## config.mk

```make
export PLATFORM = sky130hd
export DESIGN_NAME = cmd_sequencer
export DESIGN_NICKNAME = d
export VERILOG_FILES = /design/src/rtl/cmd_pkg.sv /design/src/rtl/cmd_timeout.sv /design/src/rtl/cmd_sequencer.sv
export SDC_FILE = /design/constraint.sdc
export NUM_CORES = 1
export LEC_CHECK = 0
export CAP_MARGIN = 20
export CORE_UTILIZATION = 35
export CTS_BUF_LIST = sky130_fd_sc_hd__clkbuf_16
export CTS_CLUSTER_SIZE = 10
export DETAILED_ROUTE_END_ITERATION = 12
export PLACE_DENSITY = 0.65
export SYNTH_ARGS = -nofsm -noshare
export SYNTH_HDL_FRONTEND = slang
export SYNTH_SLANG_ARGS = --single-unit
```

## constraint.sdc

```tcl
create_clock -name clk -period 5 [get_ports clk]
set_input_delay 1.25 -clock clk [delete_from_list [all_inputs] [get_ports clk]]
set_output_delay 1.25 -clock clk [all_outputs]
set_load 0.05 [all_outputs]
```

## src/rtl/cmd_pkg.sv

```systemverilog
// Shared types and constants for the command sequencer and the vector datapath.
package cmd_pkg;

  localparam int MAX_LEN_DEF = 16;

  typedef enum logic [3:0] {
    OP_ADD = 4'h1,
    OP_SUB = 4'h2,
    OP_MUL = 4'h3,
    OP_DOT = 4'h4
  } opcode_e;

  typedef enum logic [1:0] {
    ERR_NONE    = 2'd0,
    ERR_OP      = 2'd1,
    ERR_LEN     = 2'd2,
    ERR_TIMEOUT = 2'd3
  } err_code_e;

  typedef enum logic [2:0] {
    S_IDLE   = 3'd0,
    S_LEN    = 3'd1,
    S_LOAD_A = 3'd2,
    S_LOAD_B = 3'd3,
    S_START  = 3'd4,
    S_WAIT   = 3'd5
  } state_e;

  // An opcode byte is legal only with a clear upper nibble and a known operation.
  function automatic logic is_valid_op(input logic [7:0] b);
    logic known;
    case (b[3:0])
      OP_ADD, OP_SUB, OP_MUL, OP_DOT: known = 1'b1;
      default:                        known = 1'b0;
    endcase
    return known && (b[7:4] == 4'h0);
  endfunction

endpackage

```

## src/rtl/cmd_timeout.sv

```systemverilog
// Inter-byte timeout counter for cmd_sequencer; exists only when CMD_SEQ_TIMEOUT_EN is defined.
`ifdef CMD_SEQ_TIMEOUT_EN
module cmd_timeout #(
  parameter int TIMEOUT_CYCLES = 32'd1_000_000
) (
  input  logic clk,
  input  logic rst,
  input  logic run,
  input  logic kick,
  output logic expired
);

  localparam int CNT_W = (TIMEOUT_CYCLES > 2) ? $clog2(TIMEOUT_CYCLES) : 1;

  logic [CNT_W-1:0] cnt_q, cnt_d;

  // Held at zero outside timed states, restarted by every consumed byte.
  always_comb begin
    cnt_d = cnt_q;
    if (!run || kick) begin
      cnt_d = '0;
    end else if (expired) begin
      cnt_d = cnt_q;
    end else begin
      cnt_d = cnt_q + CNT_W'(1);
    end
  end

  // Counter register.
  always_ff @(posedge clk) begin
    if (rst) begin
      cnt_q <= '0;
    end else begin
      cnt_q <= cnt_d;
    end
  end

  assign expired = run && (cnt_q == CNT_W'(TIMEOUT_CYCLES - 1));

endmodule
`endif

```

## src/rtl/cmd_sequencer.sv

```systemverilog
// Parses opcode/length/A/B packets from the input FIFO, fills the operand RAM and launches the
// vector unit. Defining CMD_SEQ_TIMEOUT_EN adds an inter-byte timeout in LEN/LOAD_A/LOAD_B.
module cmd_sequencer
  import cmd_pkg::*;
#(
  parameter int MAX_LEN = MAX_LEN_DEF,
  parameter int ADDR_W  = $clog2(MAX_LEN)
`ifdef CMD_SEQ_TIMEOUT_EN
  ,
  parameter int TIMEOUT_CYCLES = 32'd1_000_000
`endif
) (
  input  logic              clk,
  input  logic              rst,
  input  logic              in_ready,
  input  logic [7:0]        in_data,
  output logic              in_read,
  output logic              vec_we,
  output logic              vec_sel,
  output logic [ADDR_W-1:0] vec_addr,
  output logic [7:0]        vec_wdata,
  output logic              exec_start,
  output logic [3:0]        exec_op,
  output logic [ADDR_W:0]   exec_len,
  input  logic              exec_done,
  output logic              busy,
  output logic              err,
  output logic [1:0]        err_code
);

  localparam int LEN_W = ADDR_W + 1;

  state_e            state_q, state_d;
  logic [3:0]        op_q, op_d;
  logic [LEN_W-1:0]  len_q, len_d;
  logic [ADDR_W-1:0] idx_q, idx_d;
  logic              vec_we_q, vec_we_d;
  logic              vec_sel_q, vec_sel_d;
  logic [ADDR_W-1:0] vec_addr_q, vec_addr_d;
  logic [7:0]        vec_wdata_q, vec_wdata_d;
  logic              exec_start_q, exec_start_d;
  logic [3:0]        exec_op_q, exec_op_d;
  logic [LEN_W-1:0]  exec_len_q, exec_len_d;
  logic              busy_q;
  logic              err_q, err_d;
  logic [1:0]        err_code_q, err_code_d;

  logic pop_s;
  logic timed_s;
  logic last_s;
  logic tmo_s;

  // in_read is combinational so a first-word-fall-through byte can be taken every cycle.
  assign pop_s   = in_ready && !rst &&
                   (state_q inside {S_IDLE, S_LEN, S_LOAD_A, S_LOAD_B});
  assign timed_s = state_q inside {S_LEN, S_LOAD_A, S_LOAD_B};
  assign last_s  = ({1'b0, idx_q} == (len_q - LEN_W'(1)));

`ifdef CMD_SEQ_TIMEOUT_EN
  cmd_timeout #(
    .TIMEOUT_CYCLES(TIMEOUT_CYCLES)
  ) u_timeout (
    .clk    (clk),
    .rst    (rst),
    .run    (timed_s),
    .kick   (pop_s),
    .expired(tmo_s)
  );
`else
  assign tmo_s = 1'b0;
`endif

  // Next-state and next-output logic for the packet parser.
  always_comb begin
    state_d      = state_q;
    op_d         = op_q;
    len_d        = len_q;
    idx_d        = idx_q;
    vec_we_d     = 1'b0;
    vec_sel_d    = vec_sel_q;
    vec_addr_d   = vec_addr_q;
    vec_wdata_d  = vec_wdata_q;
    exec_start_d = 1'b0;
    exec_op_d    = exec_op_q;
    exec_len_d   = exec_len_q;
    err_d        = 1'b0;
    err_code_d   = err_code_q;

    case (state_q)
      S_IDLE: begin
        if (pop_s) begin
          op_d = in_data[3:0];
          if (is_valid_op(in_data)) begin
            state_d = S_LEN;
          end else begin
            err_d      = 1'b1;
            err_code_d = ERR_OP;
          end
        end else begin
          state_d = S_IDLE;
        end
      end

      S_LEN: begin
        if (pop_s) begin
          if ((in_data == 8'd0) || (in_data > 8'(MAX_LEN))) begin
            err_d      = 1'b1;
            err_code_d = ERR_LEN;
            state_d    = S_IDLE;
          end else begin
            len_d   = in_data[LEN_W-1:0];
            idx_d   = '0;
            state_d = S_LOAD_A;
          end
        end else if (tmo_s) begin
          err_d      = 1'b1;
          err_code_d = ERR_TIMEOUT;
          state_d    = S_IDLE;
        end else begin
          state_d = S_LEN;
        end
      end

      S_LOAD_A, S_LOAD_B: begin
        if (pop_s) begin
          vec_we_d    = 1'b1;
          vec_sel_d   = (state_q == S_LOAD_B);
          vec_addr_d  = idx_q;
          vec_wdata_d = in_data;
          if (last_s) begin
            idx_d   = '0;
            state_d = (state_q == S_LOAD_A) ? S_LOAD_B : S_START;
          end else begin
            idx_d = idx_q + ADDR_W'(1);
          end
        end else if (tmo_s) begin
          err_d      = 1'b1;
          err_code_d = ERR_TIMEOUT;
          idx_d      = '0;
          state_d    = S_IDLE;
        end else begin
          state_d = state_q;
        end
      end

      S_START: begin
        exec_start_d = 1'b1;
        exec_op_d    = op_q;
        exec_len_d   = len_q;
        state_d      = S_WAIT;
      end

      S_WAIT: begin
        if (exec_done) begin
          state_d = S_IDLE;
        end else begin
          state_d = S_WAIT;
        end
      end

      default: begin
        state_d = S_IDLE;
      end
    endcase
  end

  // State and registered outputs.
  always_ff @(posedge clk) begin
    if (rst) begin
      state_q      <= S_IDLE;
      op_q         <= 4'h0;
      len_q        <= '0;
      idx_q        <= '0;
      vec_we_q     <= 1'b0;
      vec_sel_q    <= 1'b0;
      vec_addr_q   <= '0;
      vec_wdata_q  <= 8'h00;
      exec_start_q <= 1'b0;
      exec_op_q    <= 4'h0;
      exec_len_q   <= '0;
      busy_q       <= 1'b0;
      err_q        <= 1'b0;
      err_code_q   <= ERR_NONE;
    end else begin
      state_q      <= state_d;
      op_q         <= op_d;
      len_q        <= len_d;
      idx_q        <= idx_d;
      vec_we_q     <= vec_we_d;
      vec_sel_q    <= vec_sel_d;
      vec_addr_q   <= vec_addr_d;
      vec_wdata_q  <= vec_wdata_d;
      exec_start_q <= exec_start_d;
      exec_op_q    <= exec_op_d;
      exec_len_q   <= exec_len_d;
      busy_q       <= (state_d != S_IDLE);
      err_q        <= err_d;
      err_code_q   <= err_code_d;
    end
  end

  assign in_read    = pop_s;
  assign vec_we     = vec_we_q;
  assign vec_sel    = vec_sel_q;
  assign vec_addr   = vec_addr_q;
  assign vec_wdata  = vec_wdata_q;
  assign exec_start = exec_start_q;
  assign exec_op    = exec_op_q;
  assign exec_len   = exec_len_q;
  assign busy       = busy_q;
  assign err        = err_q;
  assign err_code   = err_code_q;

endmodule

```

* After elaboration in Yosys (flattened, before gate mapping) *
Index checks and enable logic that the tools add are counted.

storage, ports and cells
  bits of input ports = 12
  logic and storage cells = 84
  register bits after elaboration = 44

cells by class
  eq/ne operators = 16
  add/sub/neg operators = 2
  bitwise operators = 2
  multiplexer cells = 29
  reductions and logical operators = 20
  $lt $le $gt $ge = 1

operators with widths
  cell                 count
  $mux 3               7
  $mux 4               4
  $pmux 3 s5           1
  $mux 2               5
  $ne 2x2->1 const B   5
  $mux 1               9
  $eq 4x2->1 const B   2
  $gt 8x5->1 const B   1
  $logic_not 8->1      1
  $pmux 4 s2           1
  $eq 3x2->1 const B   2
  $eq 3x3->1 const B   2
  $eq 4x5->1           1
  $reduce_and 5->1     1
  $sub 5x1->5 const B  1
  $add 4x1->4 const B  1
  $eq 4x1->1 const B   1
  $eq 4x3->1 const B   1
  $logic_not 4->1      1
  $pmux 2 s2           1
  $reduce_and 2->1     2
  $reduce_and 4->1     1
  $reduce_bool 2->1    2
  $reduce_bool 4->1    1
  12 further kinds     16

* Longest topological paths before layout *
Gate-level depths: netlist of the first run.

  depth in word-level cells = 10
  depth in mapped cells = 7

* Worst setup path after synthesis of the first run *
No wires, ideal clock.

  path type = input to output
  start = input port rst
  end = output port in_read
  arrival time = 2350 ps
  cell stages on the path = 3
  setup slack = 1400 ps
  cells stage by stage = nand2b_1 -> buf_2 -> nor2_1

on the way
  longest elaborated chain between the ends = 3

ends and longest elaborated chain
  item                            line                 RTL
  start: declaration              cmd_sequencer.sv:14  input logic rst,
  $logic_not 1->1                 cmd_sequencer.sv:54  assign pop_s = in_ready && !rst &&
  $logic_and 1x1->1 (2 in a row)  cmd_sequencer.sv:54
  end: declaration                cmd_sequencer.sv:17  output logic in_read,

No other way between the ends.

* Final worst setup path of the first run *
  start = input port in_ready
  end = output port in_read

on the way
  longest elaborated chain between the ends = 2

ends and longest elaborated chain
  item                            line                 RTL
  start: declaration              cmd_sequencer.sv:15  input logic in_ready,
  $logic_and 1x1->1 (2 in a row)  cmd_sequencer.sv:54

No other way between the ends.

==> results of run 1 <==
## logic make-up after synthesis
family / count (synthesis)
xor+xnor: 5
buf+inv: 17
simple gates: 106
fa+ha+maj: 2
flops: 44
compound gates: 46
mux: 6
## registers in the layout, indices dropped and copies added (netlist names), 3 cells and up
signal / cells
vec_addr: 4
state_q: 3
idx_q: 4
exec_op: 4
len_q: 5
exec_len: 5
op_q: 4
vec_wdata: 8
## area by class of cell
type,count,area [sq um]
fillers,512,2610
multi-input cells,165,911
flip-flops and latches,44,881
repair buffers,42,425
clock buffers,5,125
well taps,70,87.6
clock inverters,3,46.3
inverters,5,18.8
## cell usage after synthesis
cell	n
a21oi_1	19
a221oi_2	2
a31oi_1	1
a32o_1	1
and2_1	1
buf_2	3
buf_6	1
clkbuf_1	8
dfxtp_1	44
ha_1	2
inv_1	5
mux2i_1	6
nand2_1	56
nand2b_1	3
nand3_1	9
nand3b_1	1
nand4_1	5
nand4b_1	3
nor2_1	15
nor2b_1	1
nor3_1	3
nor4_1	1
nor4_2	1
nor4b_1	1
o2111a_1	1
o2111ai_1	1
o211a_1	1
o211ai_1	1
o21ai_0	8
o21ai_1	6
o221ai_1	1
o22a_1	1
o22ai_1	1
o311ai_1	1
o32ai_1	1
or3_1	3
or4_1	3
xnor2_1	1
xor2_1	4
## report_power, final
part           internal, mW  switching, mW
clock                 0.237          0.140
sequential            0.353        0.00107
combinational        0.0154         0.0230
## layer usage
| layer | wire, um | vias to the layer above | global-route usage | share of wire |
|---|---|---|---|---|
| li1 | - | 865 | - | - |
| met1 | 2020 | 770 | 0.208 | 0.48 |
| met2 | 1850 | 53 | 0.258 | 0.44 |
| met3 | 250 | 9 | 0.0455 | 0.059 |
| met4 | 89 | 0 | 0.0692 | 0.021 |
| met5 | 0 | - | 0 | 0 |
## path summary, 6_finish.rpt
check              start          end  slack, ns  cells after the start
min reg2reg  exec_len[0]  exec_len[0]       0.45                      2
max             in_ready      in_read       1.05                      4
min          exec_len[0]  exec_len[0]       0.45                      2
max reg2reg     len_q[0]   state_q[0]       2.76                      7
## critical path: stages
cell	delay, ns
clkdlybuf4s50_1	0.53
nand2b_1	0.20
nor2_1	0.50
buf_12	0.21
## stage by stage
| step | power (mW) | cells | cell area, sq um | util |
|---|---|---|---|---|
| floorplan | 0.380 | 226 | 1870 | - |
| global placement | 0.401 | 326 | 2320 | 0.455 |
| detailed placement | 0.400 | 326 | 2320 | 0.455 |
| CTS | 0.777 | 334 | 2490 | 0.488 |
| global route | 0.792 | 334 | 2490 | 0.488 |
| finish | 0.770 | 334 | 2490 | 0.488 |
==> impl_metrics.py, run 1 <==
metrics = {
    "die": {
        "num_io_pins": 41,
        "core.rowCount": 26,
        "die_h_um": 75.0,
        "core_sq_um": 5110,
        "die_x_um": 75.0,
        "die_area_sq_um": 5630,
        "start_util": 0.366,
    },
    "detailed_routing": {
        "vias": 1697,
        "routed_wl_mm": 4.21,
        "vias_per_cell": 5.08,
        "drtPass1Iterations": 5,
        "wl_per_cell_um": 12.6,
        "drt-initial-drc-count": 83,
        "drc": 0,
        "ant_nets": 0,
    },
    "sta": {
        "min_period_ns": 3.95,
        "rsz0062_at_grt": "no",
        "final_hold_viol_count": 0,
        "finalCritPeriodShare": 0.791,
        "tns_ns": 0,
        "final_max_slew_viol_count": 0,
        "worst_slew_pin_slew_ns": 0.692,
        "hold_ws_ns": 0.451,
        "worst_slack_ns": 1.05,
        "max_freq_mhz": 253,
        "slew_headroom": 0.538,
        "final-setup-viol-count": 0,
        "final.setup_skew_ns": 0.00270,
    },
    "grt": {
        "grt_usage": 0.163,
        "grt_max_degree": 30,
        "globalRoute.totalOverflow": 0,
        "antenna_found_initial": 0,
        "grt_pass1_wl_mm": 6.83,
        "grt_pass1_vias": 1497,
    },
    "synth": {
        "synth_fa_ha_area_frac": 0.0134,
        "yosys-top-cells-area": "dfxtp_1 (47%), nand2_1 (11%), a21oi_1 (5.1%)",
        "synth.largest_area_cell": "dfxtp_1",
        "synth_top_area_frac": 0.472,
        "synth-simple-area-share": 0.263,
        "muxShareOfSynthArea": 0.0322,
        "synth_area_sq_um": 1870,
        "synth_nets": 240,
        "yosys_warnings": 0,
        "synth-seq-cells": 44,
        "netlist_instances": 226,
        "syn_avg_cell_area_sq_um": 8.26,
        "ys_seq_area_frac": 0.472,
        "synth_xor_xnor_area_share": 0.0235,
        "synth_top_family_by_area": "simple AND/OR/NAND/NOR gates",
        "synth_cell_types": 39,
        "synth_compound_gate_area_share": 0.155,
    },
    "clocking": {
        "htree_levels": 2,
        "clockRootBuffer": "clkbuf_16",
        "clk_latency_ns": 0.28,
        "post_cts_resize_count": 0,
        "cts_setup_buffers": 0,
        "postCtsHoldBufs": 0,
        "numClockSinks": 44,
        "clk_pin_slew_ns": 0.06,
        "cts_made_buffers": 5,
        "cts.path.max_buffers": 2,
        "tritoncts": "done",
    },
    "placement": {
        "portBuffers": 40,
        "dp.final_hpwl_mm": 2.85,
        "pre_cts_ws_ns": 1.07,
        "place_congestion": 0.839,
    },
    "finish": {
        "most-common-layout-cells": "nand2_1 (56), dfxtp_1 (44), clkdlybuf4s50_1 (39), a21oi_1 (19), nor2_1 (15)",
        "final_common_cell": "nand2_1",
        "layout.nets": 277,
        "drive_gt1_frac": 0.0530,
        "area_delta_synth_final_pct": 33.6,
        "antennaDiodeCount": 0,
    },
    "worst_setup_path": {
        "critPathKind": "in2out",
        "start_kind": "input port",
        "cp.required_ns": 3.75,
        "cp-end-kind": "output pin",
        "arrival_ns": 2.70,
        "path_max_fanout": 10,
    },
    "job": {
        "cap_violations": 0,
    },
    "power_and_ir_drop": {
        "power-per-cell-area_nw_per_um2": 308,
        "irDropWorstVdd_mv": 0.197,
        "leakage_nw": 0.873,
    },
    "hold_path": {
        "hold_path_class": "reg2reg",
    },
    "run_status": {
        "status": "finished, final reports clean",
    },
}
(Power assumes the default switching activity.)
==> inputs of run 2 (changes only) <==
PLACE_DENSITY = 0.67   (was 0.65)
clock period = 3.3 ns   (was 5 ns; I/O delays follow)
==> run 2 against run 1 <==
Final cell count is 0.90% higher. Combinational power increased by 62%. Register-to-register slack worse by 1.7 ns. Highest routed layer unchanged. Critical path type unchanged. Clock skew up 0.0036 ns. Worst hold slack is essentially flat. Critical endpoint unchanged. Sequential cell count did not move. Non-clock buffer count grew 4. Die area is the same. Wire length up 0.76%.
==> impl_metrics.py, run 2 (synthesized netlist as in run 1, its figures left out) <==
metrics = {
    "run_status": {
        "status": "finished, final reports clean",
    },
    "clocking": {
        "post_cts_resize_count": 0,
        "numClockSinks": 44,
        "cts_setup_buffers": 0,
        "clk_latency_ns": 0.28,
        "postCtsHoldBufs": 0,
        "cts.path.max_buffers": 2,
        "clk_pin_slew_ns": 0.05,
        "cts_made_buffers": 5,
        "htree_levels": 2,
        "clockRootBuffer": "clkbuf_16",
        "tritoncts": "done",
    },
    "worst_setup_path": {
        "cp-end-kind": "output pin",
        "path_max_fanout": 6,
        "rr_startpoint": "len_q[0]",
        "r2r_cells": 7,
        "start_kind": "input port",
        "critPathKind": "in2out",
        "r2r_end": "state_q[0]",
        "rrSetupSlack_ns": 1.08,
        "cp.required_ns": 2.47,
        "worstSetupEndpoint": "in_read",
        "setup.worst_path.start": "in_ready",
        "arrival_ns": 2.05,
    },
    "power_and_ir_drop": {
        "leakage_nw": 0.878,
        "power-per-cell-area_nw_per_um2": 427,
        "p_int_mw": 0.836,
        "p_comb_frac": 0.059,
        "power.switching_mw": 0.227,
        "irDropWorstVdd_mv": 0.215,
        "power.share.clock": 0.436,
        "switching_share": 0.214,
        "power_frac_seq": 0.505,
    },
    "sta": {
        "final_hold_viol_count": 0,
        "final.setup_skew_ns": 0.00629,
        "slew_headroom": 0.535,
        "tns_ns": 0,
        "worst_slack_ns": 0.430,
        "worst_slew_pin_slew_ns": 0.696,
        "max_freq_mhz": 348,
        "finalCritPeriodShare": 0.870,
        "final_max_slew_viol_count": 0,
        "hold_ws_ns": 0.450,
        "rsz0062_at_grt": "no",
        "final-setup-viol-count": 0,
        "min_period_ns": 2.87,
    },
    "finish": {
        "layout.nets": 281,
        "area_delta_synth_final_pct": 33.4,
        "final_common_cell": "nand2_1",
        "most-common-layout-cells": "nand2_1 (56), dfxtp_1 (44), clkdlybuf4s50_1 (39), a21oi_1 (19), nor2_1 (15)",
        "drive_gt1_frac": 0.0637,
        "fin_util": 0.488,
        "fillCellCount": 530,
        "largest_register_ffs": 8,
        "antennaDiodeCount": 0,
    },
    "detailed_routing": {
        "drtPass1Iterations": 4,
        "vias_per_cell": 5.01,
        "wl_per_cell_um": 12.6,
        "vias": 1688,
        "drc": 0,
        "drt-initial-drc-count": 63,
        "ant_nets": 0,
        "routed_wl_mm": 4.24,
    },
    "job": {
        "cap_violations": 0,
    },
    "die": {
        "num_io_pins": 41,
        "die_h_um": 75.0,
        "start_util": 0.366,
        "core_sq_um": 5110,
        "die_x_um": 75.0,
        "core.rowCount": 26,
        "die_area_sq_um": 5630,
    },
    "grt": {
        "antenna_found_initial": 0,
        "globalRoute.totalOverflow": 0,
        "grt_max_degree": 30,
        "grt_usage": 0.169,
        "grt_pass1_vias": 1561,
        "grt_pass1_wl_mm": 7.07,
    },
    "placement": {
        "pre_cts_ws_ns": 0.263,
        "portBuffers": 40,
        "place_congestion": 0.912,
        "dp.final_hpwl_mm": 3.06,
    },
    "hold_path": {
        "hold_path_class": "reg2reg",
    },
}
[run 2: cell types whose count changed in the layout (fill, tap and decap cells not counted)]
cell,delta
buf_4,+4
bufinv_16,-1
clkinv_2,+1
inv_6,-1
[run 2: cell type report]
| class | count | area, sq um | share of cell area |
|---|---|---|---|
| multi-input cells | 165 | 911 | 0.366 |
| flip-flops and latches | 44 | 881 | 0.354 |
| repair buffers | 46 | 455 | 0.183 |
| clock buffers | 5 | 125 | 0.0502 |
| well taps | 70 | 87.6 | 0.0352 |
| inverters | 5 | 18.8 | 0.00753 |
| clock inverters | 2 | 12.5 | 0.00502 |
[run 2: how the worst min path moves through the flow]
stage	cells past startpoint	endpoint	startpoint	slack [ns]
2_1_floorplan	2	exec_op[0]	op_q[0]	0.43
3_3_place_gp	2	vec_wdata[1]	vec_wdata[1]	0.44
3_5_place_dp	2	vec_wdata[5]	vec_wdata[5]	0.44
4_1_cts	2	exec_len[1]	exec_len[1]	0.46
5_1_grt	2	vec_wdata[1]	vec_wdata[1]	0.46
6_report	2	exec_len[1]	exec_len[1]	0.45
[run 2: power by group through the flow]
stage               Clock [mW]  Sequential (mW)  Combinational (mW)
floorplan                    0            0.554              0.0212
global placement             0            0.549              0.0618
global route             0.492            0.537              0.0672
finish                   0.464            0.537              0.0623
detailed placement           0            0.549              0.0623
CTS                      0.478            0.537              0.0624
[run 2: per-stage QoR]
step           power (mW)  instance area [sq um]  cells
2_1_floorplan       0.575                   1870    226
4_1_cts              1.08                   2490    337
3_3_place_gp        0.610                   2350    330
6_report             1.06                   2490    337
3_5_place_dp        0.611                   2350    330
5_1_grt              1.10                   2490    337
[run 2: per-layer routing]
layer / global-route usage / part of all wire
met1: 0.216 / 0.49
met2: 0.270 / 0.45
met3: 0.0375 / 0.042
met4: 0.0818 / 0.017
met5: 0 / 0
[run 2: worst max-delay path: stages]
cell             delay (ns)
clkdlybuf4s50_1        0.51
nand2b_1               0.13
buf_4                  0.18
nor2_1                 0.22
buf_12                 0.18
==> inputs of run 3 (changes only) <==
==> constraint.sdc (replaced) <==
create_clock -name clk -period 3.3 [get_ports clk]
set_input_delay 0.66 -clock clk [delete_from_list [all_inputs] [get_ports clk]]
set_output_delay 0.66 -clock clk [all_outputs]
set_load 0.05 [all_outputs]
==> run 3 against run 2 <==
Clock skew is 0.00070 ns lower. Non-clock buffer count is 1 lower. Global-route usage is 0.071 points higher. Highest routed layer unchanged.
==> impl_metrics.py, run 3 (synthesized netlist as in run 1, its figures left out) <==
metrics = {
    "run_status": {
        "status": "finished, final reports clean",
    },
    "clocking": {
        "clockRootBuffer": "clkbuf_16",
        "htree_levels": 2,
        "clk_pin_slew_ns": 0.06,
        "post_cts_resize_count": 0,
        "clk_latency_ns": 0.28,
        "cts_setup_buffers": 0,
        "numClockSinks": 44,
        "postCtsHoldBufs": 0,
        "cts.path.max_buffers": 2,
        "cts_made_buffers": 5,
        "tritoncts": "done",
    },
    "placement": {
        "dp.final_hpwl_mm": 3.01,
        "placed_cell_area_sq_um": 2350,
        "portBuffers": 40,
        "place_congestion": 0.909,
    },
    "finish": {
        "area_delta_synth_final_pct": 34.4,
        "largest_register_ffs": 8,
        "drive_gt1_frac": 0.0562,
        "fillCellCount": 522,
        "most-common-layout-cells": "nand2_1 (56), dfxtp_1 (44), clkdlybuf4s50_1 (39), a21oi_1 (19), nor2_1 (15)",
        "multiInputGateArea_sq_um": 911,
        "antennaDiodeCount": 0,
        "final_area_sq_um": 2510,
        "layout.nets": 280,
        "final_common_cell": "nand2_1",
        "regArea_sq_um": 881,
    },
    "detailed_routing": {
        "drc": 0,
        "drtPass1Iterations": 4,
        "vias_per_cell": 5.03,
        "ant_nets": 0,
        "routed_wl_mm": 4.28,
        "vias": 1694,
        "drt-initial-drc-count": 61,
        "wl_per_cell_um": 12.7,
    },
    "grt": {
        "grt_usage": 0.169,
        "grt_max_degree": 30,
        "globalRoute.totalOverflow": 0,
        "grt_pass1_wl_mm": 7.22,
        "antenna_found_initial": 0,
        "grt_pass1_vias": 1568,
    },
    "sta": {
        "worst_slew_pin_slew_ns": 0.700,
        "tns_ns": 0,
        "final_hold_viol_count": 0,
        "finalCritPeriodShare": 0.792,
        "final_max_slew_viol_count": 0,
        "max_freq_mhz": 382,
        "min_period_ns": 2.61,
        "rsz0062_at_grt": "no",
        "final-setup-viol-count": 0,
        "final.setup_skew_ns": 0.00560,
        "slew_headroom": 0.533,
    },
    "power_and_ir_drop": {
        "power.switching_mw": 0.228,
        "leakage_nw": 0.886,
        "power_frac_seq": 0.471,
        "irDropWorstVdd_mv": 0.222,
        "p_comb_frac": 0.054,
        "power-per-cell-area_nw_per_um2": 454,
        "switching_share": 0.200,
        "p_int_mw": 0.912,
        "power.share.clock": 0.475,
    },
    "die": {
        "num_io_pins": 41,
        "start_util": 0.366,
        "die_x_um": 75.0,
        "die_area_sq_um": 5630,
        "core_sq_um": 5110,
        "core.rowCount": 26,
        "die_h_um": 75.0,
    },
    "worst_setup_path": {
        "worstPathCellList": "clkdlybuf4s50_1, nor4_2, mux2i_1, or4_1, mux2i_1, nor2_1",
        "cpPeakStageDelay_ns": 0.72,
        "slowest_stage": "or4_1",
        "crit_family": "simple AND/OR/NAND/NOR gates",
        "critPathKind": "in2reg",
        "cp-end-kind": "flop",
        "cp.required_ns": 3.46,
        "start_kind": "input port",
        "arrival_ns": 2.77,
        "crit_top_cell": "mux2i_1",
        "crit_buf_inv": 1,
        "path_max_fanout": 7,
    },
    "hold_path": {
        "hold_path_class": "reg2reg",
    },
    "job": {
        "cap_violations": 0,
    },
}
[run 3: path summary, 6_finish.rpt]
kind / from / to / slack, ns / cells after the start
min reg2reg: exec_op[3] / exec_op[3] / 0.45 / 2
max reg2reg: len_q[0] / state_q[0] / 1.09 / 7
max: in_data[0] / len_q[0] / 0.69 / 6
min: exec_op[3] / exec_op[3] / 0.45 / 2
[run 3: area by class of cell]
| type | instances | share of cell area |
|---|---|---|
| multi-input combinational | 165 | 0.363 |
| sequential | 44 | 0.351 |
| timing repair buffer | 45 | 0.179 |
| clock buffer | 5 | 0.0499 |
| tap | 70 | 0.0349 |
| clock inverter | 3 | 0.0150 |
| inverter | 5 | 0.00748 |
[run 3: power groups by stage]
stage / Clock (mW) / Combinational, mW / Sequential (mW)
6_report: 0.542 / 0.0615 / 0.537
5_1_grt: 0.576 / 0.0669 / 0.537
4_1_cts: 0.557 / 0.0617 / 0.537
3_5_place_dp: 0 / 0.0615 / 0.549
2_1_floorplan: 0 / 0.0212 / 0.554
3_3_place_gp: 0 / 0.0612 / 0.549
[run 3: tightest hold or removal path, delay by kind of cell (launching register included)]
family          cells  cell delay [ns]
flops               1             0.30
compound gates      1             0.05
simple gates        1             0.05
[run 3: metal layers]
layer	up-vias	global-route usage	routed length, um
met5	-	0	0
met4	0	0.0755	25
met3	2	0.0348	233
met2	54	0.263	1940
met1	771	0.228	2080
li1	867	-	-
[run 3: through the flow]
stage                     utilization  hold WS (ns)  worst slack (ns)  power, mW  instances
after global placement          0.459         0.440             0.488      0.610        329
after CTS                       0.491         0.455             0.711       1.16        337
after global routing            0.491         0.475             0.562       1.18        337
after floorplan                     -         0.432             0.880      0.575        226
after detailed placement        0.459         0.442             0.419      0.610        329
final                           0.491         0.451             0.685       1.14        337
